**src/rtl/cpu_datapath.sv**
```systemverilog
// cpu_datapath: SM83 execution datapath. Register file, address/data bus
// routing, ALU with flag update, IDU and PC latch; one control word per clk.
// Optional build macro: CPU_DATAPATH_HALF_CARRY_EN (nibble half-carry in H;
// when undefined, arithmetic ops write H=0 and AND writes H=1).
// reg8 encoding (s_db / t_db):
//   0=MEM 1=Z 2=W 3=B 4=C 5=D 6=E 7=H 8=L 9=SPH 10=SPL 11=PCH 12=PCL 13=A
//   14=NONE (reads 8'h00, writes discarded) 15=F
// reg16 encoding (s_ab / t_rr_wb): 0=WZ 1=BC 2=DE 3=HL 4=AF 5=SP 6=PC 7=PCH_ZERO
// IDU code 3 passes the address bus through unchanged; s_rr_wb code 3 = no writeback.
module cpu_datapath #(
  parameter logic [15:0] SP_RESET = 16'hFFFE,
  parameter logic [15:0] PC_RESET = 16'h0000
) (
  input  logic        clk,
  input  logic        rst,
  input  logic [2:0]  s_ab,
  input  logic [3:0]  s_db,
  input  logic [3:0]  t_db,
  input  logic        use_alu,
  input  logic [2:0]  alu_op,
  input  logic [1:0]  s_acc,
  input  logic        s_arg,
  input  logic [1:0]  idu,
  input  logic [1:0]  s_rr_wb,
  input  logic [2:0]  t_rr_wb,
  input  logic        wr_pc,
  input  logic [1:0]  cc,
  output logic [15:0] mem_addr,
  input  logic [7:0]  mem_rdata,
  output logic [7:0]  mem_wdata,
  output logic        mem_we,
  output logic [7:0]  d_in,
  output logic        cond_true,
  output logic [15:0] pc,
  output logic [15:0] sp
);

  localparam logic [3:0] R_MEM = 4'd0, R_Z = 4'd1, R_W = 4'd2, R_B = 4'd3,
                         R_C = 4'd4, R_D = 4'd5, R_E = 4'd6, R_H = 4'd7,
                         R_L = 4'd8, R_SPH = 4'd9, R_SPL = 4'd10, R_PCH = 4'd11,
                         R_PCL = 4'd12, R_A = 4'd13, R_F = 4'd15;
  localparam logic [2:0] RR_WZ = 3'd0, RR_BC = 3'd1, RR_DE = 3'd2, RR_HL = 3'd3,
                         RR_AF = 3'd4, RR_SP = 3'd5, RR_PC = 3'd6, RR_PCH_ZERO = 3'd7;
  localparam logic [2:0] OP_ADD = 3'd0, OP_ADC = 3'd1, OP_SUB = 3'd2, OP_SBC = 3'd3,
                         OP_AND = 3'd4, OP_XOR = 3'd5, OP_CP = 3'd7;
  localparam logic [1:0] ACC_DB = 2'd0, ACC_SPL = 2'd1, ACC_SPH = 2'd2, ACC_PCL = 2'd3;
  localparam logic [1:0] IDU_INC = 2'd0, IDU_DEC = 2'd1, IDU_ADJ = 2'd2;
  localparam logic [1:0] WB_IDU = 2'd1, WB_WZ = 2'd2;

  logic [7:0]  a_q, f_q, b_q, c_q, d_q, e_q, h_q, l_q, w_q, z_q;
  logic [15:0] sp_q, pc_q;
  logic [7:0]  a_n, f_n, b_n, c_n, d_n, e_n, h_n, l_n, w_n, z_n;
  logic [15:0] sp_n, pc_n;

  logic [7:0]  rf [16];
  logic [15:0] ab;
  logic [7:0]  db_in, acc, arg, db_res;
  logic [12:0] alu_out;
  logic [7:0]  alu_res;
  logic [3:0]  alu_flags;
  logic        alu_cy;
  logic [15:0] idu_out, rr_val;
  logic        db_wr, rr_en, flag_wr;

  // ALU: returns {raw carry, Z, N, H, C, result}. Raw carry feeds the IDU adjust.
  function automatic logic [12:0] alu_fn(input logic [2:0] op, input logic [7:0] x,
                                         input logic [7:0] y, input logic c_in,
                                         input logic keep_c);
    logic [8:0] wide;
    logic [7:0] res;
    logic       ci, cy, hf, nf, arith;
    ci    = ((op == OP_ADC) || (op == OP_SBC)) ? c_in : 1'b0;
    wide  = 9'h000;
    res   = 8'h00;
    cy    = 1'b0;
    nf    = 1'b0;
    arith = 1'b0;
    case (op)
      OP_ADD, OP_ADC: begin
        wide  = {1'b0, x} + {1'b0, y} + {8'h00, ci};
        res   = wide[7:0];
        cy    = wide[8];
        arith = 1'b1;
      end
      OP_SUB, OP_SBC, OP_CP: begin
        wide  = {1'b0, x} - {1'b0, y} - {8'h00, ci};
        res   = wide[7:0];
        cy    = wide[8];
        nf    = 1'b1;
        arith = 1'b1;
      end
      OP_AND:  res = x & y;
      OP_XOR:  res = x ^ y;
      default: res = x | y;
    endcase
`ifdef CPU_DATAPATH_HALF_CARRY_EN
    // carry/borrow into bit 4 recovered from the operand and result bits
    hf = arith ? (x[4] ^ y[4] ^ wide[4]) : (op == OP_AND);
`else
    hf = (op == OP_AND) && !arith;
`endif
    return {cy, (res == 8'h00), nf, hf, (keep_c ? c_in : cy), res};
  endfunction

  // Register file read view indexed by reg8 code (MEM and NONE slots read zero)
  always_comb begin
    rf        = '{default: 8'h00};
    rf[R_Z]   = z_q;
    rf[R_W]   = w_q;
    rf[R_B]   = b_q;
    rf[R_C]   = c_q;
    rf[R_D]   = d_q;
    rf[R_E]   = e_q;
    rf[R_H]   = h_q;
    rf[R_L]   = l_q;
    rf[R_SPH] = sp_q[15:8];
    rf[R_SPL] = sp_q[7:0];
    rf[R_PCH] = pc_q[15:8];
    rf[R_PCL] = pc_q[7:0];
    rf[R_A]   = a_q;
    rf[R_F]   = f_q;
  end

  // Address bus register-pair select
  always_comb begin
    ab = pc_q;
    case (s_ab)
      RR_WZ:       ab = {w_q, z_q};
      RR_BC:       ab = {b_q, c_q};
      RR_DE:       ab = {d_q, e_q};
      RR_HL:       ab = {h_q, l_q};
      RR_AF:       ab = {a_q, f_q};
      RR_SP:       ab = sp_q;
      RR_PCH_ZERO: ab = {pc_q[15:8], 8'h00};
      default:     ab = pc_q;
    endcase
  end

  assign db_in = (s_db == R_MEM) ? mem_rdata : rf[s_db];

  // ALU accumulator select
  always_comb begin
    acc = 8'h00;
    case (s_acc)
      ACC_DB:  acc = (t_db == R_MEM) ? db_in : rf[t_db];
      ACC_SPL: acc = sp_q[7:0];
      ACC_SPH: acc = sp_q[15:8];
      default: acc = pc_q[7:0];
    endcase
  end

  assign arg       = s_arg ? 8'h01 : db_in;
  assign alu_out   = alu_fn(alu_op, acc, arg, f_q[4], s_arg);
  assign alu_res   = alu_out[7:0];
  assign alu_flags = alu_out[11:8];
  assign alu_cy    = alu_out[12];

  // IDU: 16-bit inc/dec with wrap, or relative-jump high-byte adjust
  always_comb begin
    idu_out = ab;
    case (idu)
      IDU_INC: idu_out = ab + 16'h0001;
      IDU_DEC: idu_out = ab - 16'h0001;
      IDU_ADJ: idu_out = {ab[15:8] + {7'h00, alu_cy} - {7'h00, db_in[7]}, alu_res};
      default: idu_out = ab;
    endcase
  end

  assign db_res  = use_alu ? alu_res : db_in;
  assign db_wr   = !(use_alu && (alu_op == OP_CP));
  assign flag_wr = use_alu && (s_acc != ACC_PCL);
  assign rr_en   = (s_rr_wb == WB_IDU) || (s_rr_wb == WB_WZ);
  assign rr_val  = (s_rr_wb == WB_IDU) ? idu_out : {w_q, z_q};

  // Next register state; later assignments win, giving the collision priority
  always_comb begin
    a_n = a_q; f_n = f_q; b_n = b_q; c_n = c_q; d_n = d_q; e_n = e_q;
    h_n = h_q; l_n = l_q; w_n = w_q; z_n = z_q; sp_n = sp_q; pc_n = pc_q;
    if (rr_en) begin
      case (t_rr_wb)
        RR_WZ:   {w_n, z_n} = rr_val;
        RR_BC:   {b_n, c_n} = rr_val;
        RR_DE:   {d_n, e_n} = rr_val;
        RR_HL:   {h_n, l_n} = rr_val;
        RR_AF:   begin a_n = rr_val[15:8]; f_n = {rr_val[7:4], 4'h0}; end
        RR_SP:   sp_n = rr_val;
        RR_PC:   pc_n = rr_val;
        default: ;
      endcase
    end
    if (db_wr) begin
      case (t_db)
        R_Z:     z_n = db_res;
        R_W:     w_n = db_res;
        R_B:     b_n = db_res;
        R_C:     c_n = db_res;
        R_D:     d_n = db_res;
        R_E:     e_n = db_res;
        R_H:     h_n = db_res;
        R_L:     l_n = db_res;
        R_SPH:   sp_n[15:8] = db_res;
        R_SPL:   sp_n[7:0] = db_res;
        R_PCH:   pc_n[15:8] = db_res;
        R_PCL:   pc_n[7:0] = db_res;
        R_A:     a_n = db_res;
        R_F:     f_n = {db_res[7:4], 4'h0};
        default: ;
      endcase
    end
    if (wr_pc)   pc_n = idu_out;
    if (flag_wr) f_n = {alu_flags, 4'h0};
  end

  // Register file commit; reset clears everything and blocks all writes
  always_ff @(posedge clk) begin
    if (rst) begin
      a_q <= 8'h00; f_q <= 8'h00; b_q <= 8'h00; c_q <= 8'h00; d_q <= 8'h00;
      e_q <= 8'h00; h_q <= 8'h00; l_q <= 8'h00; w_q <= 8'h00; z_q <= 8'h00;
      sp_q <= SP_RESET;
      pc_q <= PC_RESET;
    end else begin
      a_q <= a_n; f_q <= f_n; b_q <= b_n; c_q <= c_n; d_q <= d_n;
      e_q <= e_n; h_q <= h_n; l_q <= l_n; w_q <= w_n; z_q <= z_n;
      sp_q <= sp_n;
      pc_q <= pc_n;
    end
  end

  // Condition code evaluation against the current flags
  always_comb begin
    case (cc)
      2'd0:    cond_true = !f_q[7];
      2'd1:    cond_true = f_q[7];
      2'd2:    cond_true = !f_q[4];
      default: cond_true = f_q[4];
    endcase
  end

  assign mem_addr  = ab;
  assign mem_wdata = db_res;
  assign mem_we    = !rst && db_wr && (t_db == R_MEM);
  assign d_in      = mem_rdata;
  assign pc        = pc_q;
  assign sp        = sp_q;

endmodule

```
**config.mk**
```make
export PLATFORM = sky130hd
export DESIGN_NAME = cpu_datapath
export DESIGN_NICKNAME = d
export VERILOG_FILES = /design/src/rtl/cpu_datapath.sv
export SDC_FILE = /design/constraint.sdc
export NUM_CORES = 1
export LEC_CHECK = 0
export ABC_AREA = 0
export BUFFER_PORTS_ARGS = -buffer_cell sky130_fd_sc_hd__clkbuf_2
export CAP_MARGIN = 20
export CORE_MARGIN = 3
export CORE_UTILIZATION = 45
export DETAILED_ROUTE_END_ITERATION = 6
export PLACE_DENSITY_LB_ADDON = 0.15
export SLEW_MARGIN = 25
export SYNTH_ARGS = -nofsm -noshare
export SYNTH_HDL_FRONTEND = slang
export SYNTH_SLANG_ARGS = --single-unit
```
**constraint.sdc**
```tcl
create_clock -name clk -period 6.8 [get_ports clk]
set_input_delay 0.68 -clock clk [delete_from_list [all_inputs] [get_ports clk]]
set_output_delay 0.68 -clock clk [all_outputs]
set_load 0.02 [all_outputs]
```
==> impl_metrics.ini, run 1 <==
[power]
cellPowerDensity_mw_per_mm2 = 190
power.clock.fraction = 0.225
leakage_nw = 5.91
seq_power_share = 0.287
switching_share = 0.437
vdd_ir_drop_max_uv = 114
power_report.internal_total_w = 0.00151
p_total_w = 0.00269
pwr-share-comb = 0.489
power_switching_w = 0.00117

[job]
drv.max_cap_violation_count = 0

[yosys]
synth-async-reset-ratio = 0
syn-instance-count = 1549
netlist-cell-type-count = 81
ys_dominant_reg_cell = sky130_fd_sc_hd__dfxtp_1
yosysSeqAreaShare = 0.193
syn_nets = 1644
synth_enable_flop_cells = 0
synthesis.yosys.warnings = 0
postSynthRegisterBits = 112
mappedNetlistArea_mm2 = 0.0116
syn-mean-instance-area_um2 = 7.50

[detailed_routing]
remaining_drc_errors = 0
wirelength_um = 60500
vias_per_cell = 6.72
first_pass_iters = 5
drt.antenna.violating_nets = 0
detail_route.iter0.violations = 1564
wl_per_cell_um = 29.2
route.vias.total = 13900

[die]
die_width_um = 167
start_util = 0.460
coreArea_mm2 = 0.0253
floorplan.die.height_um = 167
row_count = 58
pin_count = 104
die_area_mm2 = 0.0278

[worst_setup_path]
cpPeakStageDelay_ns = 0.48
start_kind = input pin
critical_path.most_common_cell = sky130_fd_sc_hd__buf_4
criticalPathCategory = input pin to flip-flop
worstPathRequired_ns = 7.01
cp_data_arrival_time_ns = 6.77
worst-path-max-fanout = 11
critPathCaptureType = flip-flop
timing.critical_path.slowest_stage_cell = sky130_fd_sc_hd__mux4_2
worst_path_dominant_cell_family = compound AO/OA/AOI/OAI gates
critical_path_buf_inv_count = 7

[sta]
timing_worst_slew_pin_value_ns = 1.06
timing.slew.headroom = 0.287
final.min_clock_period_ns = 6.56
layout_worst_path_cycle_share = 0.964
clock-skew-final_ns = 0.0109
timing.final.max_slew_violations = 0
hold_viol_final = 0
timing.setup.tns_ns = 0
setup-violations-final = 0
fmax_mhz = 153

[clock_network]
cts_buffer_depth = 2
tritoncts = yes
clock_slew_at_the_register_clock_pins_of_the_worst_setup_and_hold_paths_ns = 0.09
clock_insertion_delay_worst_skew_ns = 0.37
clkSinkCount = 112
cts-hold-fix-buffers = 0
clock_tree.htree_level_count = 3
cts_root_buffer = sky130_fd_sc_hd__clkbuf_16
cts_buffers = 9

[grt]
gr-total-overflow = 0
grt_max_degree = 86
antenna_found_initial = 2
grt_usage = 0.420
via_count_of_the_first_global_routing_pass = 13000
grt_first_pass_wirelength_um = 87900

[placement]
dpl.hpwl_um = 47200
place.gp.congestion = 1.09
placement.io_buffers = 103
post_dp_cell_area_mm2 = 0.0135

[finish]
area_growth_syn_to_layout_pct = 22.0
final_nets = 1831
stdcell_area_mm2 = 0.0142
fraction_of_final_layout_cells_sized_beyond_drive_strength_1 = 0.265
antenna_cells = 0

[run_status]
outcome = finished, final reports clean

[hold_path]
worstHoldPathType = flip-flop to flip-flop
[worst reg2reg max path: cells and delay by family, from the launching register on]
kind | cells | cell delay [ns]
buffers and inverters | 4 | 0.47
flip-flops | 1 | 0.43
multiplexers | 3 | 1.08
AND/OR/NAND/NOR | 4 | 0.45
XOR/XNOR | 1 | 0.14
adder cells (fa/ha/maj) | 4 | 1.18
AO/OA/AOI/OAI | 17 | 2.60
[layout by cell type (no fill, tap or decap), types with 43 or more instances in the layout]
master                     netlist  final
sky130_fd_sc_hd__buf_4           9    187
sky130_fd_sc_hd__a211oi_1       47     43
sky130_fd_sc_hd__nand2_1       221    221
sky130_fd_sc_hd__nor2_1        203    203
sky130_fd_sc_hd__ha_1           51     46
sky130_fd_sc_hd__o21ai_0        67     56
sky130_fd_sc_hd__clkbuf_2        0     98
sky130_fd_sc_hd__mux2i_1        51     49
sky130_fd_sc_hd__dfxtp_1       112    112
sky130_fd_sc_hd__a21oi_1       124    120
sky130_fd_sc_hd__inv_1          55     52
sky130_fd_sc_hd__mux4_2         43     43
[power by group through the flow]
stage | logic, W | clock network (W) | registers, W
2_1_floorplan | 0.000705 | 0 | 0.000763
3_3_place_gp | 0.00121 | 0 | 0.000779
3_5_place_dp | 0.00122 | 0 | 0.000777
4_1_cts | 0.00123 | 0.000597 | 0.000762
5_1_grt | 0.00139 | 0.000628 | 0.000767
6_report | 0.00131 | 0.000604 | 0.000770
[cells in the mapped netlist, types with 11 or more instances]
| master | n | area (um^2) |
|---|---|---|
| sky130_fd_sc_hd__nor2b_1 | 18 | 113 |
| sky130_fd_sc_hd__inv_1 | 55 | 206 |
| sky130_fd_sc_hd__a21o_1 | 12 | 90.1 |
| sky130_fd_sc_hd__ha_1 | 51 | 638 |
| sky130_fd_sc_hd__buf_1 | 14 | 52.6 |
| sky130_fd_sc_hd__buf_2 | 13 | 65.1 |
| sky130_fd_sc_hd__xnor2_1 | 16 | 140 |
| sky130_fd_sc_hd__dfxtp_1 | 112 | 2240 |
| sky130_fd_sc_hd__a21oi_1 | 124 | 621 |
| sky130_fd_sc_hd__nand2b_1 | 16 | 100 |
| sky130_fd_sc_hd__a311oi_1 | 36 | 315 |
| sky130_fd_sc_hd__o22ai_1 | 15 | 93.8 |
| sky130_fd_sc_hd__a22o_1 | 19 | 166 |
| sky130_fd_sc_hd__or2_2 | 11 | 68.8 |
| sky130_fd_sc_hd__mux2i_1 | 51 | 510 |
| sky130_fd_sc_hd__mux2_2 | 28 | 315 |
| sky130_fd_sc_hd__o21bai_1 | 11 | 82.6 |
| sky130_fd_sc_hd__a22oi_1 | 14 | 105 |
| sky130_fd_sc_hd__nand3_1 | 31 | 155 |
| sky130_fd_sc_hd__o211ai_1 | 22 | 165 |
| sky130_fd_sc_hd__nor2_1 | 203 | 762 |
| sky130_fd_sc_hd__clkbuf_1 | 87 | 327 |
| sky130_fd_sc_hd__a211oi_1 | 47 | 353 |
| sky130_fd_sc_hd__nand2_1 | 221 | 830 |
| sky130_fd_sc_hd__nor3_1 | 29 | 145 |
| sky130_fd_sc_hd__o21ai_0 | 67 | 335 |
| sky130_fd_sc_hd__mux4_2 | 43 | 968 |
[repair_timing]
action                     CTS  global route
setup endpoints to repair   27            38
gates cloned                 0             1
buffers inserted             1            11
pin swaps                    2            27
gates resized for setup      7            63
[area by class of cell]
cell class / count / area (um^2)
repair buffers: 300 / 2130
inverters: 56 / 210
flip-flops and latches: 112 / 2240
clock buffers: 10 / 229
multi-input cells: 1257 / 8860
well taps: 330 / 413
clock inverters: 6 / 88.8
fillers: 2434 / 11100
[per-stage QoR]
stage / cells / util / hold WS (ns) / worst slack [ns]
final: 2071 / 0.561 / 0.521 / 0.243
after global routing: 2071 / 0.561 / 0.533 / -0.0461
after CTS: 2059 / 0.547 / 0.517 / 0.0269
after detailed placement: 2042 / 0.534 / 0.504 / -0.558
after global placement: 2042 / 0.534 / 0.494 / -0.453
after floorplan: 1549 / - / 0.458 / 0.0127
[path summary, 6_finish.rpt]
path	cells after the start	endpoint	slack, ns	start
worst max-delay path	33	d_q[7]$_SDFF_PP0_	0.24	s_db[0]
worst min register to register	1	f_q[1]$_SDFF_PP0_	0.52	f_q[1]$_SDFF_PP0_
worst max register to register	33	d_q[7]$_SDFF_PP0_	0.30	pc[8]$_SDFF_PP0_
worst min-delay path	1	f_q[1]$_SDFF_PP0_	0.52	f_q[1]$_SDFF_PP0_
[per-layer routing]
layer | track usage | up-vias | wire length (um) | share of wire
met5 | 0 | - | 24 | 0.00040
met4 | 0.217 | 4 | 4100 | 0.068
met3 | 0.106 | 218 | 6990 | 0.12
met2 | 0.631 | 970 | 25500 | 0.42
met1 | 0.560 | 6670 | 23900 | 0.40
li1 | - | 6054 | - | -
[logic make-up (layout without fill, tap and decap cells)]
kind of cell,after synthesis,after routing,synth area share
AOI/OAI and AO/OA,469,469,0.280
and+or+nand+nor,582,582,0.221
buffers and inverters,180,372,0.0632
DFF,112,112,0.193
adders and majority gates,57,57,0.0653
xor gates and xnor gates,24,24,0.0181
muxes,125,125,0.159
Power figures use the tool's default switching activity.
==> run 2, diff against run 1 <==
--- a/config.mk
+++ b/config.mk
@@ -8,8 +8,10 @@
 export ABC_AREA = 0
 export BUFFER_PORTS_ARGS = -buffer_cell sky130_fd_sc_hd__clkbuf_2
 export CAP_MARGIN = 20
+export CELL_PAD_IN_SITES_DETAIL_PLACEMENT = 1
+export CELL_PAD_IN_SITES_GLOBAL_PLACEMENT = 2
 export CORE_MARGIN = 3
-export CORE_UTILIZATION = 45
+export CORE_UTILIZATION = 32
 export DETAILED_ROUTE_END_ITERATION = 6
 export PLACE_DENSITY_LB_ADDON = 0.15
 export SLEW_MARGIN = 25
==> run 2 against run 1 <==
  * Total power grew 2.3%
  * First-iteration DRC count fell by 18%
  * Setup slack got worse by 0.056 ns
  * Combinational power is 7% higher
  * Critical path type unchanged
  * Critical endpoint is now h_q[7]$_SDFF_PP0_
  * Highest routed layer unchanged
==> impl_metrics.ini, run 2 (synthesis gave the netlist of run 1 again) <==
[die]
die_area_mm2 = 0.0386
row_count = 69
pin_count = 104
start_util = 0.326
die_width_um = 196
coreArea_mm2 = 0.0357
floorplan.die.height_um = 196

[worst_setup_path]
r2r_depth = 34
worst_setup_path_endpoint = h_q[7]$_SDFF_PP0_
worstPathRequired_ns = 7.01
crit-reg2reg-capture = h_q[7]$_SDFF_PP0_
cp_data_arrival_time_ns = 6.82
critical_path.most_common_cell = sky130_fd_sc_hd__buf_4
critPathCaptureType = flip-flop
regToRegStartpoint = pc[8]$_SDFF_PP0_
timing.critical_path.slowest_stage_cell = sky130_fd_sc_hd__mux4_2
critical_path_buf_inv_count = 8
criticalPathCategory = input pin to flip-flop
start_kind = input pin
cpPeakStageDelay_ns = 0.50
worst-path-max-fanout = 10
worst_path_dominant_cell_family = compound AO/OA/AOI/OAI gates
timing.critical_path.depth = 34
startpoint = t_db[1]
reg2reg_setup_slack_ns = 0.27

[sta]
timing.final.max_slew_violations = 0
timing.slew.headroom = 0.275
fmax_mhz = 151
setup_ws_ns = 0.187
clock-skew-final_ns = 0.0154
hold_viol_final = 0
setup-violations-final = 0
timing_worst_slew_pin_value_ns = 1.06
final.min_clock_period_ns = 6.61
layout_worst_path_cycle_share = 0.973

[finish]
utilization = 0.418
final-seq-area_mm2 = 0.00224
final_nets = 1891
layout.filler_cells = 4450
fraction_of_final_layout_cells_sized_beyond_drive_strength_1 = 0.300
layout.cells.most_common = sky130_fd_sc_hd__buf_4
multi_input_logic_area_mm2 = 0.00893
area_growth_syn_to_layout_pct = 28.4
mostFrequentLayoutCells = sky130_fd_sc_hd__buf_4 (241), sky130_fd_sc_hd__nand2_1 (221), sky130_fd_sc_hd__nor2_1 (201), sky130_fd_sc_hd__a21oi_1 (120), sky130_fd_sc_hd__dfxtp_1 (111)

[placement]
place.gp.congestion = 1.05
dpl.hpwl_um = 55600
place_ws_ns = -0.702
placement.io_buffers = 103

[detailed_routing]
wirelength_um = 70700
route.vias.total = 14100
drt.antenna.violating_nets = 0
detail_route.iter0.violations = 1281
remaining_drc_errors = 0
wl_per_cell_um = 31.2
vias_per_cell = 6.22
first_pass_iters = 5

[clock_network]
cts_buffers = 9
clock_tree.htree_level_count = 3
clock_slew_at_the_register_clock_pins_of_the_worst_setup_and_hold_paths_ns = 0.08
cts-hold-fix-buffers = 0
cts_buffer_depth = 2
cts_root_buffer = sky130_fd_sc_hd__clkbuf_16
clock_insertion_delay_worst_skew_ns = 0.38
tritoncts = yes
clkSinkCount = 112

[grt]
via_count_of_the_first_global_routing_pass = 13800
grt_util_met3 = 0.0762
globalRouteMet1Util = 0.471
gr-total-overflow = 0
antenna_found_initial = 2
grt_util_met2 = 0.552
grt_first_pass_wirelength_um = 99700
grt_usage = 0.353
grt_max_degree = 57
grt_busiest_layer = met2

[power]
leakage_nw = 6.22
vdd_ir_drop_max_uv = 108
p_total_w = 0.00275
cellPowerDensity_mw_per_mm2 = 184

[hold_path]
holdPathStages = 1
worstHoldPathType = flip-flop to flip-flop

[run_status]
outcome = finished, final reports clean

[job]
drv.max_cap_violation_count = 0
## run 2: layout make-up
type,count,share of cell area
diodes,1,0.000168
clock buffers,12,0.0172
clock inverters,4,0.00243
inverters,56,0.0141
multi-input cells,1257,0.599
flip-flops and latches,112,0.151
well taps,461,0.0387
repair buffers,360,0.178
## run 2: repair_timing
action | CTS | global route
pin swaps | 9 | 29
gates cloned | 0 | 2
endpoints found under the setup margin | 30 | 41
buffers inserted | 2 | 25
resized for setup | 21 | 61
## run 2: worst register-to-register path, delay by kind of cell (launching register included)
| family | cells | cell delay (ns) |
|---|---|---|
| adders and majority gates | 4 | 1.13 |
| muxes | 3 | 1.09 |
| xor gates and xnor gates | 1 | 0.16 |
| buffers and inverters | 5 | 0.63 |
| AOI/OAI and AO/OA | 17 | 2.57 |
| DFF | 1 | 0.38 |
| and+or+nand+nor | 4 | 0.43 |
## run 2: worst min path at each step
stage                       from           endpoint  slack [ns]
6_report       f_q[2]$_SDFF_PP0_  f_q[2]$_SDFF_PP0_        0.52
5_1_grt        f_q[2]$_SDFF_PP0_  f_q[2]$_SDFF_PP0_        0.54
4_1_cts        f_q[2]$_SDFF_PP0_  f_q[2]$_SDFF_PP0_        0.51
3_5_place_dp   f_q[1]$_SDFF_PP0_  f_q[1]$_SDFF_PP0_        0.50
3_3_place_gp   f_q[2]$_SDFF_PP0_  f_q[2]$_SDFF_PP0_        0.49
2_1_floorplan  f_q[1]$_SDFF_PP0_  f_q[1]$_SDFF_PP0_        0.46
## run 2: per-layer routing
metal / routed length (um) / up-vias
li1: - / 6160
met1: 29800 / 7059
met2: 31000 / 712
met3: 6250 / 154
met4: 3640 / 2
met5: 13 / -
## run 2: stage by stage
stage / setup TNS, ns / area (um^2) / std cells / hold WS (ns)
after floorplan: 0 / 11700 / 1549 / 0.458
after global placement: -18.90 / 14000 / 2217 / 0.491
after detailed placement: -20.60 / 14000 / 2217 / 0.504
after CTS: 0 / 14400 / 2235 / 0.515
after global routing: -0.200 / 14900 / 2262 / 0.537
final: 0 / 14900 / 2263 / 0.521
## run 2: report_power, final
part	switching [W]	internal (W)
Sequential	0.0000789	0.000693
Clock	0.000297	0.000275
Combinational	0.000846	0.000557
Total	0.00122	0.00153
==> run 3, diff against run 2 <==
--- a/config.mk
+++ b/config.mk
@@ -14,6 +14,7 @@
 export CORE_UTILIZATION = 32
 export DETAILED_ROUTE_END_ITERATION = 6
 export PLACE_DENSITY_LB_ADDON = 0.15
+export SETUP_SLACK_MARGIN = 0.2
 export SLEW_MARGIN = 25
 export SYNTH_ARGS = -nofsm -noshare
 export SYNTH_HDL_FRONTEND = slang
==> run 3 against run 2 <==
  * Cell count grew 0.66%
  * Non-clock buffer count grew 15
  * Design area grew 2.7%
  * Setup slack gained 0.045 ns
  * Die area is the same
  * Sequential cell count is the same
==> impl_metrics.ini, run 3 (synthesis gave the netlist of run 1 again) <==
[sta]
timing.slew.headroom = 0.263
timing.setup.tns_ns = 0
final.min_clock_period_ns = 6.57
hold_viol_final = 0
timing.final.max_slew_violations = 0
layout_worst_path_cycle_share = 0.966
setup_ws_ns = 0.231
timing_worst_slew_pin_value_ns = 1.07
setup-violations-final = 0
fin_hold_ws_ns = 0.523
fmax_mhz = 152
grt_setup_unrepaired = true
clock-skew-final_ns = 0.00892

[worst_setup_path]
r2r_depth = 33
start_kind = input pin
reg2reg_setup_slack_ns = 0.26
critical_path.most_common_cell = sky130_fd_sc_hd__a21o_1
worst_path_dominant_cell_family = compound AO/OA/AOI/OAI gates
cpPeakStageDelay_ns = 0.50
regToRegStartpoint = sp[0]$_SDFF_PP0_
cp_data_arrival_time_ns = 6.79
startpoint = t_db[0]
worstPathRequired_ns = 7.03
critPathCaptureType = flip-flop
timing.critical_path.slowest_stage_cell = sky130_fd_sc_hd__mux4_2
criticalPathCategory = input pin to flip-flop
crit-reg2reg-capture = h_q[7]$_SDFF_PP0_
worst-path-max-fanout = 7
critical_path_buf_inv_count = 5

[placement]
place_ws_ns = -0.561
place.gp.congestion = 1.05
placement.io_buffers = 103
post_dp_cell_area_mm2 = 0.0140
dpl.hpwl_um = 56800

[finish]
mostFrequentLayoutCells = sky130_fd_sc_hd__buf_4 (256), sky130_fd_sc_hd__nand2_1 (220), sky130_fd_sc_hd__nor2_1 (200), sky130_fd_sc_hd__a21oi_1 (111), sky130_fd_sc_hd__dfxtp_1 (111)
area_growth_syn_to_layout_pct = 31.9
final-seq-area_mm2 = 0.00224
final_nets = 1906
layout.cells.most_common = sky130_fd_sc_hd__buf_4
fraction_of_final_layout_cells_sized_beyond_drive_strength_1 = 0.322
layout.filler_cells = 4353
stdcell_area_mm2 = 0.0153
multi_input_logic_area_mm2 = 0.00913

[run_status]
outcome = finished, final reports clean

[die]
start_util = 0.326
die_area_mm2 = 0.0386
row_count = 69
floorplan.die.height_um = 196
pin_count = 104
die_width_um = 196
coreArea_mm2 = 0.0357

[detailed_routing]
detail_route.iter0.violations = 1133
first_pass_iters = 5
route.vias.total = 14100
wl_per_cell_um = 31.8
wirelength_um = 72500
remaining_drc_errors = 0
drt.antenna.violating_nets = 0
vias_per_cell = 6.20

[grt]
grt_first_pass_wirelength_um = 102000
gr-total-overflow = 0
grt_max_degree = 63
grt_usage = 0.365
antenna_found_initial = 3
via_count_of_the_first_global_routing_pass = 14000

[clock_network]
clock_insertion_delay_worst_skew_ns = 0.38
tritoncts = yes
cts-hold-fix-buffers = 0
clock_tree.htree_level_count = 3
clkSinkCount = 112
cts_buffer_depth = 2
cts_buffers = 9
cts_root_buffer = sky130_fd_sc_hd__clkbuf_16
clock_slew_at_the_register_clock_pins_of_the_worst_setup_and_hold_paths_ns = 0.09

[power]
p_total_w = 0.00288
vdd_ir_drop_max_uv = 107
leakage_nw = 6.36
cellPowerDensity_mw_per_mm2 = 188

[hold_path]
worst_hold_startpoint = f_q[2]$_SDFF_PP0_
whs_endpoint = f_q[2]$_SDFF_PP0_
worstHoldPathType = flip-flop to flip-flop
holdPathStages = 1

[job]
drv.max_cap_violation_count = 0
-- run 3: timing repair --
item,in CTS,in global routing
resized for setup,68,57
buffers inserted,29,11
setup endpoints to repair,28,37
pin swaps,33,46
gates cloned,2,0
-- run 3: area by class of cell --
type | count | share of cell area
Inverter | 56 | 0.0137
Clock inverter | 6 | 0.00646
Timing Repair Buffer | 375 | 0.184
Sequential cell | 112 | 0.147
Multi-Input combinational cell | 1257 | 0.596
Antenna cell | 1 | 0.000163
Clock buffer | 10 | 0.0150
Tap cell | 461 | 0.0377
-- run 3: where the power goes --
| group | leakage [nW] | total [W] | switching, W | internal [W] |
|---|---|---|---|---|
| registers | 0.914 | 0.000776 | 0.0000824 | 0.000693 |
| logic | 5.28 | 0.00146 | 0.000867 | 0.000597 |
| clock network | 0.157 | 0.000643 | 0.000312 | 0.000332 |
-- run 3: worst reg2reg max path, delay by kind of cell (launching register included) --
family / cells / cell delay, ns
DFF: 1 / 0.39
AOI/OAI and AO/OA: 17 / 2.56
muxes: 3 / 1.11
xor gates and xnor gates: 1 / 0.16
adders and majority gates: 4 / 1.22
buffers and inverters: 4 / 0.48
and+or+nand+nor: 4 / 0.46
-- run 3: through the flow --
step / cells / utilization
3_5_place_dp: 2219 / 0.394
5_1_grt: 2277 / 0.429
2_1_floorplan: 1549 / -
3_3_place_gp: 2219 / 0.394
4_1_cts: 2266 / 0.420
6_report: 2278 / 0.429
-- run 3: metal layers --
metal / wire length [um] / GRT usage
met2: 32500 / 0.576
met3: 6310 / 0.0732
met4: 4220 / 0.192
met1: 29400 / 0.475
met5: 0 / 0
-- run 3: how the worst max path moves through the flow --
stage,endpoint,slack (ns),cells past startpoint
2_1_floorplan,sp[14]$_SDFF_PP1_,0.21,35
3_3_place_gp,a_q[7]$_SDFF_PP0_,-0.48,34
3_5_place_dp,h_q[5]$_SDFF_PP0_,-0.56,34
4_1_cts,h_q[7]$_SDFF_PP0_,0.20,36
5_1_grt,h_q[7]$_SDFF_PP0_,0.02,35
6_report,h_q[7]$_SDFF_PP0_,0.23,34
